File: src/rtl/fwd_ctrl.sv
// Decode-stage forwarding/hazard controller: six-slot scoreboard of in-flight writes (E..M5).
// Latency: fwd and hazard_stall are combinational from dec inputs and slot state; slots move on the clock edge.
// Backpressure: stall_ext freezes every slot and stall_cnt; hazard_stall holds decode and bubbles slot 1.
module fwd_ctrl #(
    parameter int NSRC  = 6,
    parameter int NSLOT = 6
) (
    input  logic                 clk,
    input  logic                 rst,
    input  logic                 dec_valid,
    input  logic [6*NSRC-1:0]    dec_src,
    input  logic [NSRC-1:0]      dec_use,
    input  logic                 dec_regwrite,
    input  logic [5:0]           dec_rd,
    input  logic [2:0]           dec_lat,
    input  logic                 stall_ext,
    input  logic                 flush,
    output logic [3*NSRC-1:0]    fwd,
    output logic                 hazard_stall,
    output logic [31:0]          stall_cnt
);

    // Slot index 0 is E (stage number 1), index NSLOT-1 is the oldest stage.
    logic [NSLOT-1:0]      vld_q, vld_d;
    logic [NSLOT-1:0][5:0] rd_q, rd_d;
    logic [NSLOT-1:0][2:0] lat_q, lat_d;
    logic [31:0]           cnt_q, cnt_d;
    logic [NSRC-1:0]       not_rdy;
    logic [5:0]            src;
    logic [2:0]            lat_c;

    // Lookup: scan from oldest to youngest so the youngest match (lowest slot) wins,
    // even when that youngest copy is not ready yet.
    always_comb begin
        fwd     = '0;
        not_rdy = '0;
        src     = '0;
        for (int i = 0; i < NSRC; i++) begin
            src = dec_src[6*i +: 6];
            for (int k = NSLOT - 1; k >= 0; k--) begin
                if (vld_q[k] && (rd_q[k] == src) && (src != 6'd0)) begin
                    if (lat_q[k] <= 3'(k + 1)) begin
                        fwd[3*i +: 3] = 3'(k + 1);
                        not_rdy[i]    = 1'b0;
                    end else begin
                        fwd[3*i +: 3] = 3'd0;
                        not_rdy[i]    = 1'b1;
                    end
                end
            end
        end
    end

    // A squashed instruction never stalls; only sources actually read can stall.
    assign hazard_stall = dec_valid & ~flush & (|(dec_use & not_rdy));
    assign stall_cnt    = cnt_q;

    // Latency 0 behaves as E and 7 as M5 so every entry eventually becomes ready.
    assign lat_c = (dec_lat == 3'd0) ? 3'd1 :
                   (dec_lat == 3'd7) ? 3'd6 : dec_lat;

    // Next state: shift the pipeline unless frozen; slot 1 takes the decoded write or a bubble.
    always_comb begin
        vld_d = vld_q;
        rd_d  = rd_q;
        lat_d = lat_q;
        cnt_d = cnt_q;
        if (!stall_ext) begin
            for (int k = NSLOT - 1; k >= 1; k--) begin
                vld_d[k] = vld_q[k-1];
                rd_d[k]  = rd_q[k-1];
                lat_d[k] = lat_q[k-1];
            end
            vld_d[0] = dec_valid & ~flush & ~hazard_stall & dec_regwrite & (dec_rd != 6'd0);
            rd_d[0]  = dec_rd;
            lat_d[0] = lat_c;
            if (hazard_stall) begin
                cnt_d = cnt_q + 32'd1;
            end
        end
    end

    // State register; reset discards all in-flight entries and overrides stall_ext/flush.
    always_ff @(posedge clk) begin
        if (rst) begin
            vld_q <= '0;
            rd_q  <= '0;
            lat_q <= '0;
            cnt_q <= '0;
        end else begin
            vld_q <= vld_d;
            rd_q  <= rd_d;
            lat_q <= lat_d;
            cnt_q <= cnt_d;
        end
    end

endmodule

File: config.mk
export PLATFORM = sky130hd
export DESIGN_NAME = fwd_ctrl
export DESIGN_NICKNAME = d
export VERILOG_FILES = /design/src/rtl/fwd_ctrl.sv
export SDC_FILE = /design/constraint.sdc
export NUM_CORES = 1
export LEC_CHECK = 0
export ABC_AREA = 1
export BUFFER_PORTS_ARGS = -buffer_cell sky130_fd_sc_hd__buf_2
export CORE_MARGIN = 2
export CORE_UTILIZATION = 55
export CTS_CLUSTER_DIAMETER = 40
export CTS_CLUSTER_SIZE = 12
export DETAILED_ROUTE_END_ITERATION = 16
export PLACE_DENSITY = 0.76
export SLEW_MARGIN = 20
export SYNTH_ARGS = -nofsm -noshare
export SYNTH_HDL_FRONTEND = slang
export SYNTH_SLANG_ARGS = --single-unit
File: constraint.sdc
create_clock -name clk -period 2.5 [get_ports clk]
set_clock_uncertainty 0.1 [all_clocks]
set_input_delay 0.125 -clock clk [delete_from_list [all_inputs] [get_ports clk]]
set_output_delay 0.125 -clock clk [all_outputs]
set_load 0.03 [all_outputs]
==> key figures, run 1 <==
Die
  • Die Ht: 127 um
  • Io pins: between 100 and 150
  • Total die area: 16200 sq um
  • Core region area: approximately 15000 sq um
  • Starting Density: 55.6%
  • Site Rows: 45
  • Die extent in x: 127 um

Layout
  • Diodes inserted: 0
  • Area delta synth->final: 49.8%
  • Ratio of cells with drive above 1 in the final layout: between 30% and 40%
  • Final instance area: 12500 sq um
  • Commonest non-fill, non-tap cell in the layout: nand2_1
  • Final core utilization: 83.3%
  • Net count, final: 1840
  • Fin cells: about 2000
  • Commonest cells after routing, fill and taps aside: 312 x nand2_1, 274 x buf_4, 166 x nor2_1

Timing
  • Fin Hold WS: 0.0105 ns
  • Worst-Margin Slew: 1.02 ns
  • Number of setup violations in the final report: roughly 50
  • Final hold vios: 0
  • Worst Slack Setup Final: -0.360 ns
  • RSZ-0062 raised after global routing: yes
  • Max_slew headroom: 31.5%
  • Final worst-path cycle share: 114%
  • Slew Limit Fails: 0
  • Min Tclk post-route: between 2 and 3 ns
  • Peak Freq: 0.350 GHz

Drt
  • Routed Antenna Nets: 0
  • DRC: 0
  • 1st-iter DRT viols: 2005
  • Final wirelength: 43500 um
  • Routed wire per std cell: between 20 and 25 um
  • Vias: 12700
  • Via/cell ratio: 6.41
  • First drt pass iteration count: 7

Hold path
  • Worst Hold End: rd_q[3]
  • Hold WC Path Type: in2reg
  • Worst hold stages: 3
  • HP Start: dec_rd[3]

Critical path
  • CP endpoint kind: register
  • CP Data Arrival Time: roughly 3.0 ns
  • Critical path data required time: 2.68 ns
  • FF-to-FF setup slack: -0.36 ns
  • CP Class: reg2reg
  • Reg-to-reg startpoint: rd_q[13]
  • Crit Path Max Fanout: 12
  • Worst R2R Path Depth: 20
  • Critical R2R Capture: vld_q[0]
  • Setup crit start kind: register

Place
  • Post-Place Cell Area: about 11000 sq um
  • HPWL after DPL: 30200 um
  • IO buf count: 107
  • Routability cong.: roughly 1.1
  • DP Cell Count: 1933

Outcome
  • Status: finished, violations left
  • Failing checks: negative setup slack

Logic synthesis
  • Post-synthesis sequential area ratio: about 22%
  • Yosys warning total: 0
  • Post-synth top flop: dfxtp_1
  • Yosys reg bits: 92
  • Yosys cell types: 46
  • Synthesized area: 8360 sq um
  • Syn_area_per_cell: about 5.8 sq um
  • Syn Nets: 1501
  • Synth async-reset ratio: 0%
  • Number of synthesized flops with an enable pin: 0
  • Post-Syn Instances: about 1400

Global route
  • First-pass GRT wire length: 59700 um
  • Gr ovfl total: 0
  • Largest net degree at the start of global routing: 98
  • Vias in the first global route: ~11000
  • Antenna violations before repair: 0
  • Total Routing Usage GR: 47.8%

Clocking
  • CTS tree: done
  • CTS Buffer Depth: 2
  • Clk slew on worst S/H paths: approximately 0.07 ns
  • Root Driver: clkbuf_16
  • H-tree depth: 3
  • CTS buffer count: 9
  • Worst skew pair latency: 0.36 ns
  • Sink Count: ~90

Power
  • Max VDD drop: 350 uV
  • Leakage power: 5.77 nW
  • Total Power: 4.58 mW
  • Pwr dens: 366 nW/um^2

Flow run
  • Number of max-cap violations: 0
sequential cells by signal (all words and copies together), names as in the netlist:
register   flops
lat_q         18
rd_q          36
stall_cnt     32
vld_q          6
cell families after synthesis:
logic type | Yosys count | synth area share (%)
adders and majority gates | 1 | 0.150
AOI/OAI and AO/OA | 297 | 20.1
buffers and inverters | 258 | 12.8
and+or+nand+nor | 742 | 39.3
DFF | 92 | 22.0
xor gates and xnor gates | 53 | 5.55
stage by stage:
step	worst slack [ns]	setup TNS [ns]
after floorplan	0.0757	0
after global placement	-0.286	-7.64
after detailed placement	-0.387	-8.32
after CTS	-0.184	-3.94
after global routing	-0.454	-12.99
final	-0.360	-7.87
synthesized netlist by cell type, drive strengths merged, types with 2 or more instances:
library cell	instances	area [sq um]
a2111oi	3	28.8
nor2	208	853
nand3b	2	15.0
or2	2	12.5
inv	164	618
dfxtp	92	1840
o221ai	2	17.5
a21boi	3	22.5
a211oi	2	15.0
nor4	18	128
nand2	342	1310
nor3	34	185
a221oi	16	140
o21a	6	45.0
clkinv	9	33.8
nor3b	4	30.0
buf	60	328
xnor2	24	210
o31ai	4	30.0
o22ai	36	225
clkbuf	25	93.8
a21oi	98	490
nand3	80	425
or4	2	15.0
xor2	29	254
o2111ai	5	43.8
nand4	50	319
o21ai	120	601
area by class of cell:
type | count | area [sq um]
inverter | 173 | 708
timing repair buffer | 413 | 3210
multi-input combinational | 1093 | 6160
tap | 188 | 235
fill | 926 | 2510
clock inverter | 6 | 65.1
sequential | 92 | 1920
clock buffer | 9 | 225
routing by layer:
metal	wire, um	up-vias	global-route usage, %
li1	-	5457	-
met1	14500	5624	57.4
met2	18400	1209	74.8
met3	5800	369	10.8
met4	4780	0	35.3
met5	0	-	0
how the worst max path moves through the flow:
stage / depth (start not counted) / end / start / slack [ns]
3_3_place_gp: 19 / stall_cnt[24] / vld_q[2] / -0.29
4_1_cts: 17 / hazard_stall / rd_q[13] / -0.18
2_1_floorplan: 17 / stall_cnt[29] / stall_cnt[2] / 0.08
5_1_grt: 21 / vld_q[0] / rd_q[23] / -0.45
3_5_place_dp: 19 / stall_cnt[24] / vld_q[2] / -0.39
6_report: 20 / vld_q[0] / rd_q[13] / -0.36
timing repair:
| item | in CTS | in global routing |
|---|---|---|
| gates resized for setup | 88 | 234 |
| setup buffers | 6 | 16 |
| setup endpoints to repair | 48 | 52 |
| hold buffers | 4 | 0 |
| pin swaps | 20 | 97 |
| cloned | 1 | 2 |
| hold endpoints to repair | 4 | 0 |
worst max-delay path, stage by stage (launching register included):
cell,delay [ns]
dfxtp_4,0.39
buf_6,0.13
buf_6,0.11
buf_6,0.09
o21ai_2,0.05
inv_2,0.07
nand4_4,0.08
nor4_4,0.35
nand2_2,0.11
nand2_1,0.08
nand2_1,0.04
nand2_1,0.05
nand2_1,0.04
nand2_1,0.08
nand2_2,0.07
nor2_4,0.14
buf_6,0.13
nand2_8,0.09
clkbuf_16,0.19
or2_1,0.24
a21oi_1,0.14
where the power goes:
part | total, mW | switching (mW) | internal, mW
clock network | 1.42 | 0.649 | 0.773
logic | 1.55 | 0.916 | 0.632
registers | 1.61 | 0.0863 | 1.53
Power figures use the tool's default switching activity.
==> inputs of run 2 (changes only) <==
- BUFFER_PORTS_ARGS: -buffer_cell sky130_fd_sc_hd__buf_2 -> not set
- DONT_BUFFER_PORTS: not set -> 1
- PLACE_DENSITY: 0.76 -> 0.7
- SETUP_SLACK_MARGIN: not set -> 0.1
==> key figures, run 2 (synthesized netlist as in run 1, its figures left out) <==
Die
  • Die extent in x: 127 um (unchanged)
  • Die Ht: 127 um (unchanged)
  • Site Rows: 45 (unchanged)
  • Starting Density: 55.6% (unchanged)
  • Io pins: 108 (unchanged)
  • Total die area: 16200 sq um (unchanged)
  • Core region area: 15000 sq um (unchanged)

Timing
  • Final worst-path cycle share: 119% (+4.3 points)
  • Fin Hold WS: 0.0844 ns (+0.0740 ns)
  • Final hold vios: 0 (unchanged)
  • Slew Limit Fails: 0 (unchanged)
  • Min Tclk post-route: 2.97 ns (+0.107 ns)
  • Max_slew headroom: 57.6% (+26 points)
  • Worst Slack Setup Final: -0.466 ns (-0.107 ns)
  • Number of setup violations in the final report: 47 (-4.1%)
  • RSZ-0062 raised after global routing: yes
  • Peak Freq: 0.337 GHz (-3.6%)
  • Worst-Margin Slew: 0.634 ns (-0.387 ns)

Power
  • Max VDD drop: 488 uV (+39%)
  • Pwr dens: 373 nW/um^2 (+2.0%)
  • Fraction of power spent switching nets: 35.1% (-0.93 points)
  • Internal power: 2.88 mW (-1.9%)
  • Clock power frac: 33.4% (+2.4 points)
  • Total Power: 4.43 mW (-3.3%)
  • Leakage power: 5.27 nW (-8.8%)
  • NetSw: 1.56 mW (-5.8%)
  • Combinational share of power: 30.3% (-3.5 points)
  • Flop pwr share: 36.3% (+1.1 points)

Clocking
  • CTS tree: done
  • Worst skew pair latency: 0.36 ns (about the same)
  • Clk slew on worst S/H paths: 0.08 ns (about the same)
  • Root Driver: clkbuf_16
  • CTS buffer count: 9 (unchanged)
  • Sink Count: 92 (unchanged)
  • H-tree depth: 3 (unchanged)
  • CTS Buffer Depth: 2 (unchanged)

Global route
  • Antenna violations before repair: 0 (unchanged)
  • Largest net degree at the start of global routing: 98 (unchanged)
  • Vias in the first global route: 10800 (-1.2%)
  • Total Routing Usage GR: 48.6% (+0.84 points)
  • First-pass GRT wire length: 60500 um (+1.3%)
  • Gr ovfl total: 0 (unchanged)

Outcome
  • Status: finished, violations left
  • Failing checks: negative setup slack

Place
  • DP Cell Count: 1797 (-7.0%)
  • Post-Place Cell Area: 10200 sq um (-6.9%)
  • Routability cong.: 1.11 (-2.7%)
  • IO buf count: 0 (-100%)
  • HPWL after DPL: 28700 um (-4.9%)

Layout
  • Max reg flops: 36 (unchanged)
  • Diodes inserted: 0 (unchanged)
  • Ratio of cells with drive above 1 in the final layout: 32.9% (-5.7 points)
  • # fillers: 965 (+4.2%)
  • Net count, final: 1715 (-6.8%)
  • Top reg by flops: rd_q
  • Fin cells: 1850 (-6.3%)
  • Area delta synth->final: 41.9%
  • Final instance area: 11900 sq um (-5.3%)
  • Commonest cells after routing, fill and taps aside: 303 x nand2_1, 216 x buf_4, 169 x nor2_1
  • Final core utilization: 78.9% (-4.4 points)
  • Commonest non-fill, non-tap cell in the layout: nand2_1

Drt
  • Routed Antenna Nets: 0 (unchanged)
  • Routed wire per std cell: 23.4 um (+6.3%)
  • 1st-iter DRT viols: 2037 (+1.6%)
  • First drt pass iteration count: 8 (+1)
  • Met3 wire len: 6060 um (+4.5%)
  • Final wirelength: 43300 um (-0.34%)
  • DRC: 0 (unchanged)
  • M1 wire length: 14200 um (-2.3%)
  • Max Used Layer: met4
  • Metal2 WL: 18500 um (+0.52%)
  • Vias: 12200 (-3.7%)
  • Via/cell ratio: 6.59 (+2.8%)

Critical path
  • Crit Path Max Fanout: 5 (-7)
  • CP Class: reg2reg
  • Reg-to-reg startpoint: rd_q[30]
  • Critical R2R Capture: stall_cnt[29]
  • FF-to-FF setup slack: -0.47 ns (-0.11 ns)
  • Worst setup endpoint: stall_cnt[29]
  • CP endpoint kind: register
  • Setup crit start kind: register
  • Critical path data required time: 2.65 ns (-0.03 ns)
  • CP Data Arrival Time: 3.11 ns (+0.07 ns)
  • Worst Setup SP: rd_q[30]
  • Worst R2R Path Depth: 25 (+25%)

Hold path
  • Hold WC Path Type: in2reg
  • HP Start: stall_ext

Flow run
  • Number of max-cap violations: 0 (unchanged)
==> run 2: cell count changes in the layout (fill, tap and decap cells not counted), moves of 7 or more <==
cell | previous run | this run
nand2_1 | 312 | 303
buf_2 | 88 | 0
nand3_1 | 53 | 60
buf_6 | 30 | 41
dlygate4sd3_1 | 4 | 13
buf_4 | 274 | 216
==> run 2: power groups by stage <==
stage,sequential (mW),clock (mW),combinational (mW)
floorplan,1.59,0,0.701
global placement,1.62,0,1.05
detailed placement,1.62,0,1.06
CTS,1.59,1.45,1.18
global route,1.61,1.52,1.40
finish,1.61,1.48,1.34
==> run 2: how the worst min path moves through the flow <==
stage / cells after the start / slack [ns] / endpoint
finish: 2 / 0.08 / rd_q[28]
global route: 2 / 0.09 / rd_q[24]
CTS: 2 / 0.07 / vld_q[4]
detailed placement: 1 / 0.1 / vld_q[0]
global placement: 1 / 0.1 / stall_cnt[30]
floorplan: 2 / 0.18 / lat_q[0]
==> run 2: repair_timing <==
| item | CTS | global route |
|---|---|---|
| gates cloned | 4 | 0 |
| hold buffers | 14 | 0 |
| pin swaps | 41 | 89 |
| resized for setup | 105 | 183 |
| buffers inserted | 8 | 14 |
| setup endpoints to repair | 52 | 52 |
| endpoints found under the hold margin | 67 | 0 |
==> run 2: final cells by class <==
| type | count | area (sq um) | area share, % |
|---|---|---|---|
| flip-flops and latches | 92 | 1910 | 16.1 |
| multi-input cells | 1094 | 6160 | 51.9 |
| repair buffers | 287 | 2570 | 21.7 |
| inverters | 173 | 687 | 5.79 |
| clock inverters | 7 | 82.6 | 0.696 |
| well taps | 188 | 235 | 1.98 |
| clock buffers | 9 | 225 | 1.90 |
==> run 2: stage by stage <==
stage               setup slack, ns  setup TNS [ns]
floorplan                     0.123               0
global placement             -0.229           -5.36
global route                 -0.576          -17.85
detailed placement           -0.233           -4.29
finish                       -0.466          -11.73
CTS                          -0.209           -3.94
==> run 2: critical path, stage by stage, from the launching register on <==
cell and delay [ns]:
dfxtp_2 0.35, clkinvlp_4 0.21, buf_6 0.20, nand2_2 0.05, nand2_1 0.04, nor2_1 0.09
nand3_1 0.07, nor2_1 0.10, buf_4 0.17, nand3_2 0.06, nand2_1 0.07, nand2_1 0.05
nand2_1 0.05, nand2_1 0.05, nand2_1 0.05, nand2_1 0.05, nand2_1 0.06, nand2_1 0.07
nand2_1 0.09, inv_2 0.06, nand2_4 0.17, buf_6 0.14, buf_16 0.12, nand3_2 0.09
nor2_1 0.22, nor2_1 0.08
==> run 2: routing by layer <==
layer | vias to the layer above | global-route usage, %
met5 | - | 0
li1 | 5218 | -
met4 | 0 | 36.3
met1 | 5445 | 56.2
met3 | 389 | 12.6
met2 | 1144 | 77.3
